## config.mk

```make
export PLATFORM = sky130hd
export DESIGN_NAME = nibble_serial_adder
export DESIGN_NICKNAME = d
export VERILOG_FILES = /design/src/rtl/rca_pkg.sv /design/src/rtl/S_RCA.sv /design/src/rtl/nibble_serial_adder.sv
export SDC_FILE = /design/constraint.sdc
export NUM_CORES = 1
export LEC_CHECK = 0
export CORE_AREA = 2 2 76 78
export DETAILED_ROUTE_END_ITERATION = 8
export DIE_AREA = 0 0 78 80
export PLACE_DENSITY_LB_ADDON = 0.15
export SYNTH_ARGS = -nofsm -noshare
export SYNTH_HDL_FRONTEND = slang
export SYNTH_SLANG_ARGS = --single-unit
```

## constraint.sdc

```tcl
create_clock -name clk -period 3.74 [get_ports clk]
set_input_delay 0.748 -clock clk [delete_from_list [all_inputs] [get_ports clk]]
set_output_delay 0.748 -clock clk [all_outputs]
set_load 0.005 [all_outputs]
```

## src/rtl/rca_pkg.sv

```systemverilog
// Shared definitions for the nibble-serial adder and its 4-bit ripple-carry slice.
package rca_pkg;

    localparam int unsigned NIBBLE_W = 4;

    typedef enum logic [1:0] {
        ST_IDLE = 2'd0,
        ST_ADD  = 2'd1,
        ST_DONE = 2'd2
    } state_t;

endpackage

```

## src/rtl/S_RCA.sv

```systemverilog
// 4-bit ripple-carry adder slice; purely combinational.
module S_RCA
    import rca_pkg::*;
(
    input  logic [NIBBLE_W-1:0] a,
    input  logic [NIBBLE_W-1:0] b,
    input  logic                cin,
    output logic [NIBBLE_W-1:0] s,
    output logic                cout
);

    logic [NIBBLE_W:0] w_c;

    assign w_c[0] = cin;

    for (genvar i = 0; i < NIBBLE_W; i++) begin : g_bit
        assign s[i]       = a[i] ^ b[i] ^ w_c[i];
        assign w_c[i + 1] = (a[i] & b[i]) | (w_c[i] & (a[i] ^ b[i]));
    end

    assign cout = w_c[NIBBLE_W];

endmodule

```

## src/rtl/nibble_serial_adder.sv

```systemverilog
// Wide adder that streams operands through one S_RCA a nibble per clock, LSB first,
// carrying between cycles through a register.
module nibble_serial_adder
    import rca_pkg::*;
#(
    parameter int unsigned NIBBLES = 4
) (
    input  logic                          clk,
    input  logic                          rst,
    input  logic                          start,
    input  logic [NIBBLE_W*NIBBLES-1:0]   a_in,
    input  logic [NIBBLE_W*NIBBLES-1:0]   b_in,
    input  logic                          cin_in,
    output logic                          busy,
    output logic                          done,
    output logic [NIBBLE_W*NIBBLES-1:0]   sum,
    output logic                          cout
);

    localparam int unsigned W     = NIBBLE_W * NIBBLES;
    localparam int unsigned CNT_W = $clog2(NIBBLES + 1);

    state_t             r_state;
    state_t             w_state_next;
    logic               r_busy;
    logic               r_done;
    logic               w_busy_next;
    logic               w_done_next;
    logic               w_load;
    logic               w_step;
    logic               w_finish;

    logic [W-1:0]       r_a;
    logic [W-1:0]       r_b;
    logic [W-1:0]       r_acc;
    logic [W-1:0]       r_sum;
    logic               r_carry;
    logic               r_cout;
    logic [CNT_W-1:0]   r_count;

    logic [NIBBLE_W-1:0] w_s;
    logic                w_cout;
    logic [W-1:0]        w_acc_next;
    logic                w_last;

    S_RCA u_rca (
        .a    (r_a[NIBBLE_W-1:0]),
        .b    (r_b[NIBBLE_W-1:0]),
        .cin  (r_carry),
        .s    (w_s),
        .cout (w_cout)
    );

    // New nibble enters at the top; after NIBBLES shifts the accumulator holds the full sum.
    assign w_acc_next = (r_acc >> NIBBLE_W) | (W'(w_s) << (W - NIBBLE_W));
    assign w_last     = (r_count == CNT_W'(NIBBLES - 1));

    always_ff @(posedge clk or posedge rst) begin
        if (rst) begin
            r_state <= ST_IDLE;
            r_busy  <= 1'b0;
            r_done  <= 1'b0;
        end else begin
            r_state <= w_state_next;
            r_busy  <= w_busy_next;
            r_done  <= w_done_next;
        end
    end

    always_comb begin
        w_state_next = r_state;
        w_busy_next  = 1'b0;
        w_done_next  = 1'b0;
        w_load       = 1'b0;
        w_step       = 1'b0;
        w_finish     = 1'b0;
        case (r_state)
            ST_IDLE, ST_DONE: begin
                if (start) begin
                    w_load       = 1'b1;
                    w_busy_next  = 1'b1;
                    w_state_next = ST_ADD;
                end else begin
                    w_state_next = ST_IDLE;
                end
            end
            ST_ADD: begin
                w_step = 1'b1;
                if (w_last) begin
                    w_finish     = 1'b1;
                    w_done_next  = 1'b1;
                    w_state_next = ST_DONE;
                end else begin
                    w_busy_next  = 1'b1;
                end
            end
            default: w_state_next = ST_IDLE;
        endcase
    end

    // Operand shift registers, carry chain, counter and result registers.
    always_ff @(posedge clk or posedge rst) begin
        if (rst) begin
            r_a     <= '0;
            r_b     <= '0;
            r_acc   <= '0;
            r_sum   <= '0;
            r_carry <= 1'b0;
            r_cout  <= 1'b0;
            r_count <= '0;
        end else if (w_load) begin
            r_a     <= a_in;
            r_b     <= b_in;
            r_carry <= cin_in;
            r_count <= '0;
        end else if (w_step) begin
            r_a     <= r_a >> NIBBLE_W;
            r_b     <= r_b >> NIBBLE_W;
            r_acc   <= w_acc_next;
            r_carry <= w_cout;
            r_count <= r_count + CNT_W'(1);
            if (w_finish) begin
                r_sum  <= w_acc_next;
                r_cout <= w_cout;
            end
        end
    end

    assign busy = r_busy;
    assign done = r_done;
    assign sum  = r_sum;
    assign cout = r_cout;

endmodule

```

# Yosys cells after proc, flatten, opt, wreduce, memory -nomap -nowiden
# Cells that the tools add are included.
op_classes:
  reduce_logical: 5
  muxes: 18
  bitwise_logic: 22
  addsub: 1
  n_eq_ne: 4
op_table:
  columns: ["operator", "count"]
  rows:
  - ["2-to-1 mux 16 bit", 4]
  - ["OR 12 x 16 -> 16 bit", 1]
  - ["2-to-1 mux 1 bit", 9]
  - ["bitwise AND 1 bit", 8]
  - ["XOR 1 bit", 8]
  - ["2-to-1 mux 3 bit", 2]
  - ["OR 1 bit", 4]
  - ["one-hot mux 2 bit (2 select lines)", 1]
  - ["adder 3 x 1 -> 3 bit (second input constant)", 1]
  - ["equality test 3 x 2 -> 1 bit (second input constant)", 1]
  - ["AND reduction 3 bit", 1]
  - ["equality test 2 x 1 -> 1 bit (second input constant)", 1]
  - ["equality test 2 bit (second input constant)", 1]
  - ["logical NOT 2 bit", 1]
  - ["2-to-1 mux 2 bit", 1]
  - ["inequality test 2 bit (second input constant)", 1]
  - ["one-hot mux 1 bit (2 select lines)", 1]
  - ["AND reduction 2 bit", 1]
  - ["nonzero test 2 bit", 1]
  - ["OR reduction 2 bit", 1]
  - ["NOT 1 bit", 1]
word_totals:
  regBits: 73
  output_inout_bits: 19

# Logic depth before layout (Yosys ltp)
depth:
  ltp_word: 11
  ltp_mapped: 9
  depth_no_buf: 9

# Modules after synthesis
# Synthesis repeated with hierarchy kept, for this count alone.
unflattened:
  hier_cells: 260
  hier_area_um2: 3201.8
modules_own_cells:
  columns: ["module", "area_each_um2", "cells_per_inst", "n_inst"]
  rows:
  - ["nibble_serial_adder", 3084.2, 246, 1]
  - ["S_RCA", 117.6, 14, 1]

# Worst setup path before layout
# Ideal clock, no wire load.
synth_path:
  path_type: "register -> register"
  startpoint: "register r_a[0]"
  endpoint: "register r_sum[15], in the netlist sum[15]"
  setup_time_ps: 76
  path_buffers: 0
  required_time_ps: 3664
  t_arrival_ps: 1985
  stages_incl_launch_ff: 9
  path_slack_ps: 1679
  synth_period_minus_slack_ps: 2061
  cell_sequence: "dfrtp_1 -> fa_1 -> inv_1 -> fa_1 -> inv_1 -> fa_1 -> inv_1 -> fa_1 -> o21ai_1"
synth_via:
  elab_chain_len: 9
  word_cells_on_any_way: 10
  classes_between: "bitwise: 10"
synth_lines:
  columns: ["element", "line_no", "rtl"]
  rows:
  - ["start: declaration", "nibble_serial_adder.sv:33", "logic [W-1:0] r_a;"]
  - ["start signal: assignment", "nibble_serial_adder.sv:112", "r_a <= a_in;"]
  - ["start signal: assignment", "nibble_serial_adder.sv:117", "r_a <= r_a >> NIBBLE_W;"]
  - ["XOR 1 bit", "S_RCA.sv:18", "assign w_c[i + 1] = (a[i] & b[i]) | (w_c[i] & (a[i] ^ b[i]));"]
  - ["bitwise AND 1 bit", "S_RCA.sv:18", null]
  - ["OR 1 bit (*)", "S_RCA.sv:18", null]
  - ["bitwise AND 1 bit (*)", "S_RCA.sv:18", null]
  - ["OR 1 bit (*)", "S_RCA.sv:18", null]
  - ["bitwise AND 1 bit (*)", "S_RCA.sv:18", null]
  - ["OR 1 bit (*)", "S_RCA.sv:18", null]
  - ["XOR 1 bit (*)", "S_RCA.sv:17", "assign s[i] = a[i] ^ b[i] ^ w_c[i];"]
  - ["OR 12 x 16 -> 16 bit (*)", "nibble_serial_adder.sv:55", "assign w_acc_next = (r_acc >> NIBBLE_W) | (W'(w_s) << (W - NIBBLE_W));"]
  - ["end signal: assignment", "nibble_serial_adder.sv:123", "r_sum <= w_acc_next;"]
  - ["end: declaration", "nibble_serial_adder.sv:36", "logic [W-1:0] r_sum;"]
# Every way passes the cells marked *; elsewhere a longest branch is shown, timed or not.
# A chain may end at the register's enable or synchronous reset.

# Worst setup path in the final report
layout_path:
  startpoint: "input port start"
  endpoint: "register r_a[11]"
layout_via:
  elab_chain_len: 3
  word_cells_on_any_way: 4
  classes_between: "mux: 3; reduce/logical: 1"
layout_lines:
  columns: ["element", "line_no", "rtl"]
  rows:
  - ["start: declaration", "nibble_serial_adder.sv:10", "input logic start,"]
  - ["2-to-1 mux 1 bit (*)", "nibble_serial_adder.sv:79", "if (start) begin"]
  - ["2-to-1 mux 1 bit (*)", "nibble_serial_adder.sv:77", "case (r_state)"]
  - ["2-to-1 mux 16 bit or nonzero test 2 bit (tied branches)", null, null]
# Marked as above.

==> flow_summary.yaml <==
run_status:
  status: "finished clean"
routing:
  postRouteAntennaNets: 0
  wl_per_cell_um: 15.0
  drt_wl_total_um: 5770
  viasPerCell: 5.43
  maxUsedRoutingLayer: "met4"
  dr.pass1.iters: 4
  route.met2.wl_um: 2790
  wl_met1_um: 2640
  drc: 0
  wl_met3_um: 268
  drt_iter0_markers: 104
  vias: 2096
cells_and_area:
  multi_input_area_sq_mm: 0.00106
  diodes: 0
  fin_cells: 386
  design_area_sq_mm: 0.00368
  drive_above_1_share_pct: 6.69
  fill_cells: 434
  regArea_sq_mm: 0.00173
  finalCoreUtilization_pct: 68.1
  area_growth_pct: 25.6
  fin_nets: 352
worst_setup_path:
  r2r_start: "r_state[0]"
  cp-end-kind: "register"
  cp_data_required_time_ns: 3.96
  critPathCapture: "r_a[11]"
  crit_path_start_kind: "input port"
  worstRegToRegCells: 3
  r2r_setup_slack_ns: 1.36
  critPathKind: "input port to register"
  cp-startpoint: "start"
  critPathMaxFanout: 21
  worstPathArrival_ns: 2.95
  rr_endpoint: "r_a[11]"
logic_synthesis:
  yosys_register_bits: 69
  synth_top_area_cell: "dfrtp_1"
  synth_edf_count: 0
  synthesis.area_sq_mm: 0.00293
  synth_common_cells: "69 x dfrtp_1, 36 x nand2_1, 16 x nor2_1, 16 x o22ai_1"
  yosysSeqAreaShare_pct: 58.9
  syn-num-nets: 301
  yosysMostFrequentCell: "dfrtp_1"
  ys.flop_type: "dfrtp_1"
  synth_top_area_share_pct: 58.9
  ys_types: 29
  syn_inst: 259
  syn_area_per_cell_sq_um: 11.3
  synth_warnings: 0
  ys_top_cells_by_area: "dfrtp_1 59%, mux2_1 5.4%, nand2_1 4.6%"
  ys_async_sr_fraction_pct: 100
sta:
  post-route-period-util_pct: 73.1
  fin_crit_ns: 2.73
  slew_headroom_pct: 43.0
  rsz0062_at_grt: "no"
  tightest_slew_ns: 0.855
  whs_ns: 0.476
  max_freq_mhz: 366
  hold_viol: 0
  fin_skew_ns: 0.00601
  slew_violations: 0
  tns_ns: 0
  finalSetupViolations: 0
grt:
  grt_pass1_wl_um: 9550
  grt.total_usage_pct: 20.2
  grt_max_degree: 70
  grt_overflow: 0
  grt_pass1_vias: 2013
  antenna_found_initial: 0
cts:
  postCtsHoldBufs: 0
  clkSinkCount: 69
  cts_resized: 0
  post_cts_buffers: 0
  htree_levels: 3
  path_clk_slew_ns: 0.07
  tritoncts: "done"
  clkLatencyLatePin_ns: 0.33
  cts_root_buf: "clkbuf_8"
  clockBufferDepth: 2
  cts_buffers: 9
floorplan:
  design.core.area_sq_mm: 0.00541
  dieWidth_um: 78
  rows: 27
  initial_core_util_pct: 54.2
  dieArea_sq_mm: 0.00624
  num_io_pins: 55
  die_h_um: 80
placement:
  dpl_cell_area_sq_mm: 0.00349
  io_buffers: 54
  routabilityCongestion: 0.819
  placedCellCount: 371
  hpwlAfterDp_um: 3690
min_path:
  min_path_type: "register to register"
  min_from: "r_acc[7]"
power:
  power_density_mw_per_mm2: 862
  p_leak_nw: 1.68
  ir_worst_vdd_v: 0.000481
job:
  cap_violations: 0
==> area by class of cell <==
cell class                 count  area share [%]
clock buffer                  14            4.42
timing repair buffer          58            15.5
inverter                      11            1.12
tap                           72            2.45
sequential                    69            46.9
multi-input combinational    161            28.8
clock inverter                 1           0.816
==> cells by family (layout without fill, tap and decap cells) <==
| logic type | count (synthesis) | in the layout | synth area share (%) |
|---|---|---|---|
| AO/OA/AOI/OAI | 49 | 49 | 10.9 |
| adder cells (fa/ha/maj) | 6 | 6 | 3.59 |
| buffers and inverters | 29 | 84 | 4.91 |
| flip-flops | 69 | 69 | 58.9 |
| multiplexers | 22 | 22 | 8.12 |
| AND/OR/NAND/NOR | 84 | 84 | 13.5 |
==> layer usage <==
layer	vias up	track usage, %
li1	997	-
met1	1034	26.3
met2	59	32.3
met3	6	3.85
met4	0	10.7
met5	-	0
==> state kept, by name, indices dropped and copies added (netlist names), 2 cells and up <==
| register | count |
|---|---|
| r_state | 2 |
| r_count | 3 |
| sum | 16 |
| r_b | 16 |
| r_a | 16 |
| r_acc | 12 |
==> worst min path at each step <==
stage               endpoint  cells past startpoint
floorplan           r_acc[4]                      2
global placement    r_acc[4]                      2
detailed placement  r_acc[7]                      2
CTS                 r_acc[7]                      2
global route        r_acc[4]                      2
finish              r_acc[7]                      2
==> through the flow <==
step	power [mW]	setup slack (ns)
finish	3.17	1.01
global route	3.43	0.835
detailed placement	2.60	0.653
floorplan	2.17	1.25
CTS	3.20	1.03
global placement	2.55	0.702
==> power breakdown <==
part           total [mW]  internal [mW]  leakage (nW)  switching [mW]
logic                1.23          0.612         0.731           0.618
clock network       0.598          0.342        0.0968           0.256
registers            1.34           1.10         0.856           0.247
total                3.17           2.05          1.68            1.12
==> critical path, stage by stage <==
cell	delay, ns
clkdlybuf4s50_1	0.45
buf_4	0.21
nor2b_2	0.72
nor2_1	0.42
a221o_1	0.39
==> cells in the final DEF (no fill, tap or decap), types with 2 or more instances in the layout <==
cell type	instances
buf_4	4
and3b_1	3
inv_2	3
clkbuf_1	3
nor2b_1	4
a21oi_1	6
o22ai_1	16
nand2_1	36
nor3_1	14
nand2b_1	2
mux2_1	14
clkdlybuf4s50_1	54
nand3_1	6
a221o_1	4
fa_1	4
inv_1	8
dfrtp_1	69
a22o_1	5
ha_1	2
o21ai_1	12
clkbuf_8	11
mux2i_1	8
a211oi_1	4
nor2_1	16
Note: power is estimated with default switching activity, not from simulation.
